$ cat config.mk
export PLATFORM = sky130hd
export DESIGN_NAME = fifo_wr_arbiter
export DESIGN_NICKNAME = d
export VERILOG_FILES = /design/src/rtl/fifo_arb_pkg.sv /design/src/rtl/rr_arbiter.sv /design/src/rtl/fifo_wr_arbiter.sv
export SDC_FILE = /design/constraint.sdc
export NUM_CORES = 1
export LEC_CHECK = 0
export ABC_AREA = 1
export BUFFER_PORTS_ARGS = -buffer_cell sky130_fd_sc_hd__buf_2
export CAP_MARGIN = 10
export CORE_MARGIN = 5
export CORE_UTILIZATION = 43
export CTS_CLUSTER_DIAMETER = 100
export DETAILED_ROUTE_END_ITERATION = 6
export PLACE_DENSITY = 0.83
export SKIP_LAST_GASP = 1
export SYNTH_ARGS = -nofsm -noshare
export SYNTH_HDL_FRONTEND = slang
export SYNTH_SLANG_ARGS = --single-unit
$ cat constraint.sdc
create_clock -name i_clk -period 2.7 [get_ports i_clk]
set_clock_uncertainty 0.2 [all_clocks]
set_input_delay 0.405 -clock i_clk [delete_from_list [all_inputs] [get_ports i_clk]]
set_output_delay 0.405 -clock i_clk [all_outputs]
set_load 0.1 [all_outputs]
$ cat src/rtl/fifo_arb_pkg.sv
// fifo_arb_pkg: shared state type and round-robin pick helper for the FIFO write arbiter
package fifo_arb_pkg;

    typedef enum logic {ARB_IDLE, ARB_LOCK} arb_state_e;

    // widest requester vector the helper supports
    localparam int MAX_REQ = 8;

    // first set bit of valid scanning last+1, last+2, ... modulo n
    function automatic logic [2:0] rr_next(input logic [MAX_REQ-1:0] valid, input logic [2:0] last, input int n);
        logic [2:0] win;
        logic       found;
        win   = '0;
        found = 1'b0;
        for (int i = 1; i <= MAX_REQ; i++) begin
            if (i <= n && !found && valid[(int'(last) + i) % n]) begin
                win   = 3'((int'(last) + i) % n);
                found = 1'b1;
            end
        end
        return win;
    endfunction

endpackage

$ cat src/rtl/rr_arbiter.sv
// rr_arbiter: combinational rotating-priority picker, lowest priority on the last winner
module rr_arbiter
    import fifo_arb_pkg::*;
#(
    parameter int NUM_REQ = 2,
    parameter int IDX_W   = 1
) (
    input  logic [NUM_REQ-1:0] valid,
    input  logic [IDX_W-1:0]   rr_last,
    output logic [IDX_W-1:0]   winner,
    output logic               any_valid
);

    // pick the next requester after rr_last that has a beat waiting
    always_comb begin
        winner    = IDX_W'(rr_next(MAX_REQ'(valid), 3'(rr_last), NUM_REQ));
        any_valid = |valid;
    end

endmodule

$ cat src/rtl/fifo_wr_arbiter.sv
// fifo_wr_arbiter: packet-granular round-robin sharing of one FIFO write port
module fifo_wr_arbiter
    import fifo_arb_pkg::*;
#(
    parameter  int NUM_REQ   = 2,
    parameter  int WIDTH     = 8,
    parameter  int MAX_BEATS = 16,
    localparam int IDX_W     = (NUM_REQ > 1) ? $clog2(NUM_REQ) : 1
) (
    input  logic                     i_clk,
    input  logic                     i_rst,
    input  logic [NUM_REQ-1:0]       i_req_valid,
    input  logic [NUM_REQ*WIDTH-1:0] i_req_data,
    input  logic [NUM_REQ-1:0]       i_req_last,
    output logic [NUM_REQ-1:0]       o_req_ready,
    output logic                     o_fifo_wr_en,
    output logic [WIDTH-1:0]         o_fifo_wr_data,
    input  logic                     i_fifo_full,
    output logic [IDX_W-1:0]         o_grant_idx,
    output logic                     o_busy,
    output logic                     o_err_overlong
);

    localparam int CNT_W = $clog2(MAX_BEATS + 1);

    arb_state_e       state;
    logic [IDX_W-1:0] grant_idx;
    logic [IDX_W-1:0] rr_last;
    logic [CNT_W-1:0] beat_cnt;
    logic [IDX_W-1:0] winner;
    logic             any_valid;
    logic             locked;
    logic             accept;
    logic             pkt_end;
    logic             overlong;

    rr_arbiter #(.NUM_REQ(NUM_REQ), .IDX_W(IDX_W)) u_rr (
        .valid     (i_req_valid),
        .rr_last   (rr_last),
        .winner    (winner),
        .any_valid (any_valid)
    );

    // owner's handshake and write path; everything is held off while in reset
    always_comb begin
        locked         = state == ARB_LOCK && !i_rst;
        accept         = locked && i_req_valid[grant_idx] && !i_fifo_full;
        overlong       = !i_req_last[grant_idx] && int'(beat_cnt) + 1 == MAX_BEATS;
        pkt_end        = i_req_last[grant_idx] || overlong;
        o_req_ready    = (locked && !i_fifo_full) ? NUM_REQ'(1) << grant_idx : '0;
        o_fifo_wr_en   = accept;
        o_fifo_wr_data = i_req_data[grant_idx*WIDTH +: WIDTH];
        o_busy         = state == ARB_LOCK;
        o_grant_idx    = grant_idx;
    end

    // arbitrate in idle, hold the lock until the last beat or the beat limit
    always_ff @(posedge i_clk) begin
        if (i_rst) begin
            state          <= ARB_IDLE;
            grant_idx      <= '0;
            rr_last        <= IDX_W'(NUM_REQ - 1);
            beat_cnt       <= '0;
            o_err_overlong <= 1'b0;
        end else begin
            o_err_overlong <= 1'b0;
            if (state == ARB_IDLE) begin
                if (any_valid) begin
                    grant_idx <= winner;
                    state     <= ARB_LOCK;
                end
            end else if (accept) begin
                if (pkt_end) begin
                    state          <= ARB_IDLE;
                    rr_last        <= grant_idx;
                    beat_cnt       <= '0;
                    o_err_overlong <= overlong;
                end else begin
                    beat_cnt <= beat_cnt + 1'b1;
                end
            end
        end
    end

endmodule

==> Word-level counts from Yosys, hierarchy flattened <==
Index checks and enable logic that the tools add are counted.
{ "totals": {"ff_bits": 9, "input_bits": 23} }
{ "op_classes": {"n_addsub": 4, "order_cmp": 3, "eq_ne": 1, "shift": 2, "n_mux": 19, "bitwise_logic": 5, "n_reduce_logical": 16} }
{ "ops": {"columns": ["op", "count"], "rows": [
  ["$shiftx 16x5->8", 1],
  ["$mux 1", 15],
  ["$lt 2x5->1 const B", 2],
  ["$add 5x1->6 const B", 1],
  ["$eq 6x5->1 const B", 1],
  ["$logic_and 1x1->1", 6],
  ["$add 5x1->5 const B", 1],
  ["$mux 5", 1],
  ["$bmux 1 s2", 2],
  ["$logic_not 1->1", 4],
  ["$reduce_and 2->1", 2],
  ["$reduce_or 4->1", 1],
  ["$not 1->1", 3],
  ["$reduce_and 3->1", 1],
  ["$add 1x1->1 const B", 2],
  ["$and 1x1->1 const A", 2],
  ["$lt 1x2->1 const B", 1],
  ["$mux 2", 1],
  ["$reduce_or 2->1", 1],
  ["$shl 1x1->2 const A", 1],
  ["$logic_or 1x1->1", 1]
]} }

==> Longest topological paths before layout <==
Gate-level depths: netlist of run 1.
{ "depth": {"depth_word": 9, "ltp_mapped": 8, "mapped_depth_nobuf": 8} }

==> By module <==
Synthesis of run 1 repeated with hierarchy kept, for this count alone.
{ "hier_totals": {"cells_unflattened": 95, "hier_area_um2": 608.1} }
{ "modules_own_cells": {"columns": ["mod", "instances", "cells_per_inst", "area_per_inst_um2", "seq_area_each_um2"], "rows": [
  ["fifo_wr_arbiter", 1, 92, 593.1, 180.2],
  ["rr_arbiter", 1, 3, 15.0, 0.0]
]} }

==> Least setup slack after synthesis of run 1 <==
OpenSTA, ideal clock, no wires.
{ "synth_timing": {"path_kind": "reg2out", "from": "reg state (netlist: o_busy)", "to": "out o_req_ready[0]", "arrival_ns": 2.730, "t_required_ns": 2.095, "slack_ns": -0.635, "path_stages_with_launch": 5, "path_cell_list": "dfxtp_1 inv_1 nor2_1 nand2_1 nor2_1"} }
{ "synth_between": {"elab_chain_len": 3} }
{ "synth_lines": {"columns": ["item", "line_no", "text"], "rows": [
  ["start, declared", "fifo_wr_arbiter.sv:26", "arb_state_e state;"],
  ["start signal, assigned", "fifo_wr_arbiter.sv:60", "state <= ARB_IDLE;"],
  ["start signal, assigned", "fifo_wr_arbiter.sv:70", "state <= ARB_LOCK;"],
  ["start signal, assigned", "fifo_wr_arbiter.sv:74", "state <= ARB_IDLE;"],
  ["$logic_and 1x1->1", "fifo_wr_arbiter.sv:46", "locked = state == ARB_LOCK && !i_rst;"],
  ["$logic_and 1x1->1", "fifo_wr_arbiter.sv:50", "o_req_ready = (locked && !i_fifo_full) ? NUM_REQ'(1) << grant_idx : '0;"],
  ["$mux 2", "fifo_wr_arbiter.sv:50", null],
  ["end, declared", "fifo_wr_arbiter.sv:15", "output logic [NUM_REQ-1:0] o_req_ready,"]
]} }
Every way passes these cells.

==> Final worst setup path of run 1 <==
{ "layout_timing": {"from": "reg grant_idx (netlist: o_grant_idx)", "to": "out o_fifo_wr_en"} }
{ "layout_between": {"elab_chain_len": 4} }
{ "layout_lines": {"columns": ["item", "line_no", "text"], "rows": [
  ["start, declared", "fifo_wr_arbiter.sv:27", "logic [IDX_W-1:0] grant_idx;"],
  ["start signal, assigned", "fifo_wr_arbiter.sv:69", "grant_idx <= winner;"],
  ["$mux 1 (not written as such) (2 in series)", "fifo_wr_arbiter.sv:47", "accept = locked && i_req_valid[grant_idx] && !i_fifo_full;"],
  ["$logic_and 1x1->1 (2 in series)", "fifo_wr_arbiter.sv:47", null],
  ["end, declared", "fifo_wr_arbiter.sv:16", "output logic o_fifo_wr_en,"]
]} }
Every way passes these cells. The select of a mux whose other input is x is not followed.

==> results.md, run 1 <==
- Status: complete, no violations
- Sw Pwr: between 0.00015 and 0.0002 W
- Final-layout fill cell count: ~130
- FF+latch area: 180.2 um2
- P per Cell Area: about 510 mW/mm2
- Area of the multi-input gates: 362.8 um2
- Int Pwr: 0.0002208 W
- Switch share: 46.21%
- Clk slew on worst S/H paths: 0.06 ns
- Synth Warn #: 0
- Final setup viols: 0
- Resized Gates After CTS: 0
- Critical path capture point type: primary output
- Gpl congestion: 0.7567
- DR vias: 718
- CP arrival: about 1.8 ns
- Placeable Area: 0.001285 mm2
- Synth area leader: dfxtp_1
- Post-synth EDFFs: 0
- Root Driver: clkbuf_4
- Initial antenna violation count: 0
- Hold WS: 0.1648 ns
- Io pins: 37
- CP bufs+invs: 2
- Max Cap Violations: 0
- Final wirelength: around 1600 um
- H-tree Lvls: 1
- Avg WL per Cell: 10.47 um
- Synth Flop Type: dfxtp_1
- Crit share post-route: 87.85%
- Synth top area share: 30.90%
- Dominant delay contributor by cell family on the critical path: flip-flops
- IO buf count: 36
- Worst VDD drop: 0.3110 mV
- Final Hold Vio Count: 0
- Fmax: 421.6 MHz
- Detailed Routing Iterations Pass 1: 4
- Register area share after synthesis: 30.90%
- Slowest cell delay on critical path: 0.63 ns
- Worst setup SP type: register
- #FFs+latches synth: 9
- Final Max Tran Viols: 0
- Layout cells sized above 1: a little over a third
- Die area: ~0.0022 mm2
- Seq pwr share: 34.1%
- Row cnt: 13
- Hold-fix buffers, CTS: 0
- Area Growth Syn to Fin: 39.06%
- Util after Layout: roughly 63%
- Mapped Nets: 121
- Top post-synthesis cells by area: dfxtp_1 31%, nand2_1 28%, nand3_1 6.9%
- HPWL Detailed: 1343 um
- Most frequent cells in the layout: 43 x nand2_1, 36 x buf_2, 9 x inv_1, 9 x dfxtp_1, 8 x nand3_1
- Layout Nets: 161
- Die X: 46.83 um
- Worst-path maximum fanout: 16
- Gate power share: 40.0%
- Max Root-Sink Buffers: 2
- Slowest CP cell: dfxtp_1
- Mapped Cells: 97
- Required @ worst endpoint: 2.10 ns
- Unrepaired setup endpoints after global routing: no
- Final global-route overflow total: 0
- Latest clock arrival within the worst-skew pair: 0.26 ns
- Die Y: 46.83 um
- Pwr Total: 0.0004105 W
- Mapped cell area: 583.1 um2
- Rel. slew slack: about two thirds
- Worst Tran Pin Value: about 0.5 ns
- Avg Vias per Cell: 4.755
- 1st-iter DRT viols: 15
- Setup CP Type: register to primary output
- First-pass GRT wire length: 2580 um
- Syn_area_per_cell: 6.011 um2
- DR DRC count: 0
- Leakage power: between 0.4 and 0.5 nW
- Netlist cell types: 17
- TritonCTS Buffers: 3
- DRT antenna net count: 0
- ANT cells: 0
- Most common cell after layout, fill and taps aside: nand2_1
- Gr usage total: 16.84%
- Vias in the first global route: 629
- Largest net degree at the start of global routing: 17
- Hold Path Class: input port to register
- Post-CTS Repair Setup Buffers: 0
- FFs w/ async S/R, synth: 0%
- CTS tree: yes
- Clock power frac: 25.9%
- Starting density of the core: 45.37%
- Worst-path cell chain: nand2_1 -> nand2_2 -> nand3_4 -> inv_2 -> buf_2
- Clock sinks: 9
- Min cycle time layout: between 2 and 2.5 ns
-- cell type report --
class | instances | share of cell area [%]
inverters | 11 | 5.093
well taps | 15 | 2.315
repair buffers | 36 | 22.22
multi-input cells | 76 | 44.75
clock inverters | 1 | 0.6173
flip-flops and latches | 9 | 22.22
clock buffers | 3 | 2.778
-- final timing paths --
kind	start	endpoint	slack [ns]	depth (start not counted)
worst max-delay path	o_grant_idx	o_fifo_wr_en	0.33	5
worst min-delay path	i_rst	beat_cnt[4]	0.16	2
worst max register to register	o_grant_idx	beat_cnt[2]	1.01	8
worst min register to register	rr_last	rr_last	0.28	2
-- flip-flops by register name, summed over array words and instances (netlist names) --
register	flops
o_err_overlong	1
o_grant_idx	1
rr_last	1
beat_cnt	5
o_busy	1
-- logic make-up after synthesis --
family,count (synthesis),synth area share (%)
AO/OA/AOI/OAI,8,6.866
buffers and inverters,12,7.725
AND/OR/NAND/NOR,65,49.36
XOR/XNOR,2,3.005
flip-flops,9,30.90
adder cells (fa/ha/maj),1,2.146
-- cells in the mapped netlist (2+ instances only) --
master   number
inv_1         9
xor2_1        2
inv_2         2
nor2_1        6
nand3_1       8
nor3_1        2
o21ai_0       2
nand4_1       2
a21oi_1       5
nand2_2       2
nand2_1      43
dfxtp_1       9
-- layer usage --
layer  part of all wire [%]  vias up  global-route usage [%]
met5                      0        -                       0
met4                    1.2        0                   9.392
met3                    5.5        4                   5.747
met2                     57       19                   28.18
met1                     36      311                   18.52
li1                       -      384                       -
-- power by group through the flow --
| stage | registers, W | logic, W | clock network (W) |
|---|---|---|---|
| after CTS | 0.000140 | 0.000165 | 0.000109 |
| after detailed placement | 0.000143 | 0.000165 | 0 |
| after global placement | 0.000143 | 0.000163 | 0 |
| after global routing | 0.000140 | 0.000173 | 0.000115 |
| final | 0.000140 | 0.000164 | 0.000106 |
| after floorplan | 0.000155 | 0.000118 | 0 |
-- worst register-to-register path, cell delays in order, from the launching register on --
cell and delay (ns):
dfxtp_1 0.63, inv_2 0.20, nand2_2 0.11, nand2_2 0.07, nand3_4 0.11, inv_2 0.06, nand2_1 0.08, nand2_1 0.08
nor2_1 0.09
-- per-stage QoR --
| step | setup TNS (ns) | cells | cell area [um2] | setup slack, ns |
|---|---|---|---|---|
| floorplan | -0.4785 | 97 | 588.1 | -0.2074 |
| global placement | 0 | 147 | 783.3 | 0.6282 |
| detailed placement | 0 | 147 | 783.3 | 0.5959 |
| CTS | 0 | 151 | 810.8 | 0.3205 |
| global route | 0 | 151 | 810.8 | 0.1751 |
| finish | 0 | 151 | 810.8 | 0.3280 |
Note: power is estimated with default switching activity, not from simulation.
==> run 2: changes to the inputs <==
CELL_PAD_IN_SITES_DETAIL_PLACEMENT = 0   (was default)
CELL_PAD_IN_SITES_GLOBAL_PLACEMENT = 1   (was default)
CORE_UTILIZATION = 27   (was 43)
PLACE_DENSITY = 0.82   (was 0.83)
==> results.md, run 2 (synthesis gave the netlist of run 1 again) <==
- Final wirelength: 1595 um (was 1581 um)
- Required @ worst endpoint: 2.10 ns (about the same)
- Worst-path maximum fanout: 16 (unchanged)
- Die area: 0.003189 mm2 (was 0.002193 mm2)
- Slowest CP cell: dfxtp_1 (unchanged)
- Row cnt: 16 (was 13)
- Unrepaired setup endpoints after global routing: no (unchanged)
- Gpl congestion: 0.7383 (was 0.7567)
- Status: complete, no violations (unchanged)
- Worst-path cell chain: nand2_1 -> nand2_2 -> nand3_4 -> inv_2 -> buf_2 (unchanged)
- Crit share post-route: 89.19% (was 87.85%)
- 1st-iter DRT viols: 19 (was 15)
- Fin area: 824.5 um2 (was 810.8 um2)
- Max Cap Violations: 0 (unchanged)
- Metal-1 WL: 699 um (was 568 um)
- Hold Path Class: input port to register (unchanged)
- Starting density of the core: 29.12% (was 45.37%)
- Post-CTS Repair Setup Buffers: 0 (unchanged)
- Initial antenna violation count: 0 (unchanged)
- Worst Tran Pin Value: 0.5170 ns (was 0.4928 ns)
- Io pins: 37 (unchanged)
- Setup ws final: 0.2918 ns (was 0.3280 ns)
- H-tree Lvls: 1 (unchanged)
- DR DRC count: 0 (unchanged)
- Layout cells sized above 1: 34.56% (was 35.29%)
- Final Max Tran Viols: 0 (unchanged)
- Die Y: 56.47 um (was 46.83 um)
- Worst VDD drop: 0.2409 mV (was 0.3110 mV)
- Detailed Routing Iterations Pass 1: 4 (unchanged)
- Gr usage total: 10.92% (was 16.84%)
- CTS tree: yes (unchanged)
- Most common cell after layout, fill and taps aside: nand2_1 (unchanged)
- Layout Nets: 161 (unchanged)
- Slowest cell delay on critical path: 0.64 ns (was 0.63 ns)
- DR vias: 746 (was 718)
- Max reg flops: 5 (unchanged)
- Max Root-Sink Buffers: 2 (unchanged)
- IO buf count: 36 (unchanged)
- Largest net degree at the start of global routing: 17 (unchanged)
- Final setup viols: 0 (unchanged)
- Wire length on met3: 219 um (was 87 um)
- First-pass GRT wire length: 2835 um (was 2580 um)
- Placeable Area: 0.002002 mm2 (was 0.001285 mm2)
- Vias in the first global route: 724 (was 629)
- Met2 wire len: 663 um (was 906 um)
- Latest clock arrival within the worst-skew pair: 0.26 ns (about the same)
- Clk slew on worst S/H paths: 0.06 ns (about the same)
- P per Cell Area: 497.0 mW/mm2 (was 506.3 mW/mm2)
- Leakage power: 0.4491 nW (was 0.4518 nW)
- DRT antenna net count: 0 (unchanged)
- Root Driver: clkbuf_4 (unchanged)
- Final global-route overflow total: 0 (unchanged)
- HPWL Detailed: 1333 um (was 1343 um)
- Resized Gates After CTS: 0 (unchanged)
- DP Worst Slack: 0.5423 ns (was 0.5959 ns)
- Placed Area: 798.3 um2 (was 783.3 um2)
- ANT cells: 0 (unchanged)
- Setup CP Type: register to primary output (unchanged)
- Area Growth Syn to Fin: 41.42% (was 39.06%)
- Max Used Layer: met4 (unchanged)
- Util after Layout: 41.19% (was 63.10%)
- Avg WL per Cell: 9.785 um (was 10.47 um)
- Cell Count, Final, Fillers Out: 163 (was 151)
- Die X: 56.47 um (was 46.83 um)
- Final Hold Vio Count: 0 (unchanged)
- TritonCTS Buffers: 3 (unchanged)
- Pwr Total: 0.0004098 W (was 0.0004105 W)
- Clock sinks: 9 (unchanged)
- Worst setup SP type: register (unchanged)
- Hold-fix buffers, CTS: 0 (unchanged)
- Rel. slew slack: 65.48% (was 67.10%)
- Final-layout fill cell count: 232 (was 125)
- Largest register by flop count: beat_cnt (unchanged)
- Fmax: 415.3 MHz (was 421.6 MHz)
- Min cycle time layout: 2.408 ns (was 2.372 ns)
- Avg Vias per Cell: 4.577 (was 4.755)
- Most frequent cells in the layout: 43 x nand2_1, 36 x buf_2, 9 x inv_1, 9 x dfxtp_1, 8 x nand3_1 (unchanged)
- Post-Place Cells: 159 (was 147)
- CP arrival: 1.80 ns (was 1.77 ns)
- Critical path capture point type: primary output (unchanged)
-- run 2: cell count changes in the layout (fill, tap and decap cells not counted), sizes merged --
cell / delta
clkinv: -1
clkbuf: +1
-- run 2: path summary, 6_finish.rpt --
path	slack, ns	cells after the start	end	startpoint
hold reg to reg	0.27	2	rr_last	rr_last
setup / recovery	0.29	5	o_fifo_wr_en	o_grant_idx
setup reg to reg	0.99	8	beat_cnt[2]	o_grant_idx
hold / removal	0.18	2	o_grant_idx	i_rst
-- run 2: power by group --
part | internal, W | leakage (nW) | switching (W)
Sequential | 0.000135 | 0.0731 | 0.00000478
Clock | 0.0000570 | 0.0150 | 0.0000487
Combinational | 0.0000306 | 0.361 | 0.000133
Total | 0.000223 | 0.449 | 0.000187
-- run 2: worst max-delay path, delay by kind of cell (launching register included) --
kind          cells  cell delay (ns)
buf+inv           2             0.51
flops             1             0.64
simple gates      3             0.38
-- run 2: per-layer routing --
layer | track usage [%] | vias to the layer above
met5 | 0 | -
met4 | 5.085 | 0
met3 | 3.211 | 4
met2 | 17.33 | 43
met1 | 13.39 | 311
li1 | - | 388
-- run 2: final cells by class --
cell class	instances	area, um2	share of cell area [%]
Clock buffer	4	26.28	3.187
Inverter	11	41.29	5.008
Multi-Input combinational cell	76	362.8	44.01
Sequential cell	9	180.2	21.85
Tap cell	27	33.78	4.097
Timing Repair Buffer	36	180.2	21.85
-- run 2: metrics by stage --
step,hold slack (ns),setup TNS [ns]
2_1_floorplan,0.2287,-0.4785
3_3_place_gp,0.2553,0
3_5_place_dp,0.2612,0
4_1_cts,0.1834,0
5_1_grt,0.2048,0
6_report,0.1820,0
==> run 3: changes to the inputs <==
CORE_UTILIZATION = 25   (was 27)
PLACE_DENSITY = 0.77   (was 0.82)
==> results.md, run 3 (synthesis gave the netlist of run 1 again) <==
- Leakage power: 0.4544 nW (was 0.4491 nW)
- Fin area: 833.3 um2 (was 824.5 um2)
- Starting density of the core: 26.36% (was 29.12%)
- Area Growth Syn to Fin: 42.92% (was 41.42%)
- Hold Path Class: input port to register (unchanged)
- Crit share post-route: 83.55% (was 89.19%)
- CP bufs+invs: 3 (was 2)
- Layout cells sized above 1: 35.04% (was 34.56%)
- Max reg flops: 5 (unchanged)
- First-pass GRT wire length: 2670 um (was 2835 um)
- DR vias: 721 (was 746)
- Clk slew on worst S/H paths: 0.06 ns (about the same)
- Resized Gates After CTS: 0 (unchanged)
- Gpl congestion: 0.7269 (was 0.7383)
- Root Driver: clkbuf_4 (unchanged)
- Hold WS: 0.1796 ns (was 0.1820 ns)
- Final global-route overflow total: 0 (unchanged)
- Critical path capture point type: primary output (unchanged)
- Area of the multi-input gates: 362.8 um2 (unchanged)
- Unrepaired setup endpoints after global routing: no (unchanged)
- Final Max Tran Viols: 0 (unchanged)
- Avg Vias per Cell: 4.370 (was 4.577)
- Pwr Total: 0.0004043 W (was 0.0004098 W)
- CP arrival: 1.65 ns (was 1.80 ns)
- Max Root-Sink Buffers: 2 (unchanged)
- Post-Place Cells: 161 (was 159)
- Largest net degree at the start of global routing: 11 (was 17)
- Row cnt: 17 (was 16)
- Die area: 0.003398 mm2 (was 0.003189 mm2)
- Detailed Routing Iterations Pass 1: 4 (unchanged)
- FF+latch area: 180.2 um2 (unchanged)
- Fmax: 443.3 MHz (was 415.3 MHz)
- Io pins: 37 (unchanged)
- Min cycle time layout: 2.256 ns (was 2.408 ns)
- Initial antenna violation count: 0 (unchanged)
- Required @ worst endpoint: 2.10 ns (about the same)
- HPWL Detailed: 1349 um (was 1333 um)
- P per Cell Area: 485.2 mW/mm2 (was 497.0 mW/mm2)
- Worst-path maximum fanout: 10 (was 16)
- 1st-iter DRT viols: 10 (was 19)
- CTS tree: yes (unchanged)
- Slowest cell delay on critical path: 0.42 ns (was 0.64 ns)
- Latest clock arrival within the worst-skew pair: 0.25 ns (was 0.26 ns)
- Rel. slew slack: 67.49% (was 65.48%)
- Final wirelength: 1573 um (was 1595 um)
- Layout Nets: 162 (was 161)
- Setup_tns: 0 ns (unchanged)
- Die Y: 58.30 um (was 56.47 um)
- Post-CTS Repair Setup Buffers: 0 (unchanged)
- Die X: 58.30 um (was 56.47 um)
- TritonCTS Buffers: 3 (unchanged)
- H-tree Lvls: 1 (unchanged)
- Placeable Area: 0.002212 mm2 (was 0.002002 mm2)
- Final Hold Vio Count: 0 (unchanged)
- Worst Tran Pin Value: 0.4910 ns (was 0.5170 ns)
- DR DRC count: 0 (unchanged)
- Slowest CP cell: buf_2 (was dfxtp_1)
- Most common cell after layout, fill and taps aside: nand2_1 (unchanged)
- Status: complete, no violations (unchanged)
- Placed Area: 807.0 um2 (was 798.3 um2)
- Worst setup SP type: register (unchanged)
- Gr usage total: 10.21% (was 10.92%)
- Max Cap Violations: 0 (unchanged)
- Final setup viols: 0 (unchanged)
- Vias in the first global route: 661 (was 724)
- Setup CP Type: register to primary output (unchanged)
- Cell Count, Final, Fillers Out: 165 (was 163)
- Final-layout fill cell count: 286 (was 232)
- Most frequent cells in the layout: 43 x nand2_1, 36 x buf_2, 9 x inv_1, 9 x dfxtp_1, 8 x nand3_1 (unchanged)
- ANT cells: 0 (unchanged)
- IO buf count: 36 (unchanged)
- Hold-fix buffers, CTS: 0 (unchanged)
- Worst VDD drop: 0.2692 mV (was 0.2409 mV)
- Largest register by flop count: beat_cnt (unchanged)
- Dominant delay contributor by cell family on the critical path: buffers and inverters (was flip-flops)
- Clock sinks: 9 (unchanged)
- Avg WL per Cell: 9.533 um (was 9.785 um)
- Worst-path cell chain: inv_2 -> nand2_2 -> nand2_2 -> nand3_4 -> inv_2 -> buf_2 (was nand2_1 -> nand2_2 -> nand3_4 -> inv_2 -> buf_2)
- DRT antenna net count: 0 (unchanged)
-- run 3: cell count changes in the layout (fill, tap and decap cells not counted), sizes merged --
cell,change
buf,+1
-- run 3: power by group --
part	switching (W)	total [W]	internal (W)	leakage, nW
Sequential	0.00000350	0.000139	0.000136	0.0731
Clock	0.0000425	0.0000991	0.0000567	0.0150
Combinational	0.000135	0.000166	0.0000316	0.366
Total	0.000181	0.000404	0.000224	0.454
-- run 3: metal layers --
metal / track usage (%) / share of wire [%] / vias to the layer above
li1: - / - / 387
met4: 5.629 / 0.64 / 0
met3: 5.044 / 9.9 / 2
met1: 10.46 / 43 / 303
met2: 16.91 / 46 / 29
met5: 0 / 0 / -
-- run 3: final cells by class --
type,instances,share of cell area [%]
inverters,11,4.955
multi-input cells,76,43.54
clock buffers,4,3.153
well taps,28,4.204
repair buffers,37,22.52
flip-flops and latches,9,21.62
-- run 3: through the flow --
step / worst slack [ns] / util, %
floorplan: -0.2074 / -
global placement: 0.6277 / 36.48
detailed placement: 0.6125 / 36.48
CTS: 0.4071 / 37.67
global route: 0.3000 / 37.67
finish: 0.4440 / 37.67
-- run 3: path summary, 6_finish.rpt --
kind	startpoint	endpoint	slack [ns]	depth (start not counted)
worst max register to register	beat_cnt[1]	beat_cnt[2]	1.10	8
worst min-delay path	i_rst	o_grant_idx	0.18	2
worst min register to register	rr_last	rr_last	0.27	2
worst max-delay path	o_grant_idx	o_fifo_wr_en	0.44	6
-- run 3: worst register-to-register path: cells and delay by family, from the launching register on --
kind / cells / cell delay, ns
simple gates: 7 / 0.72
flops: 1 / 0.38
fa+ha+maj: 1 / 0.22
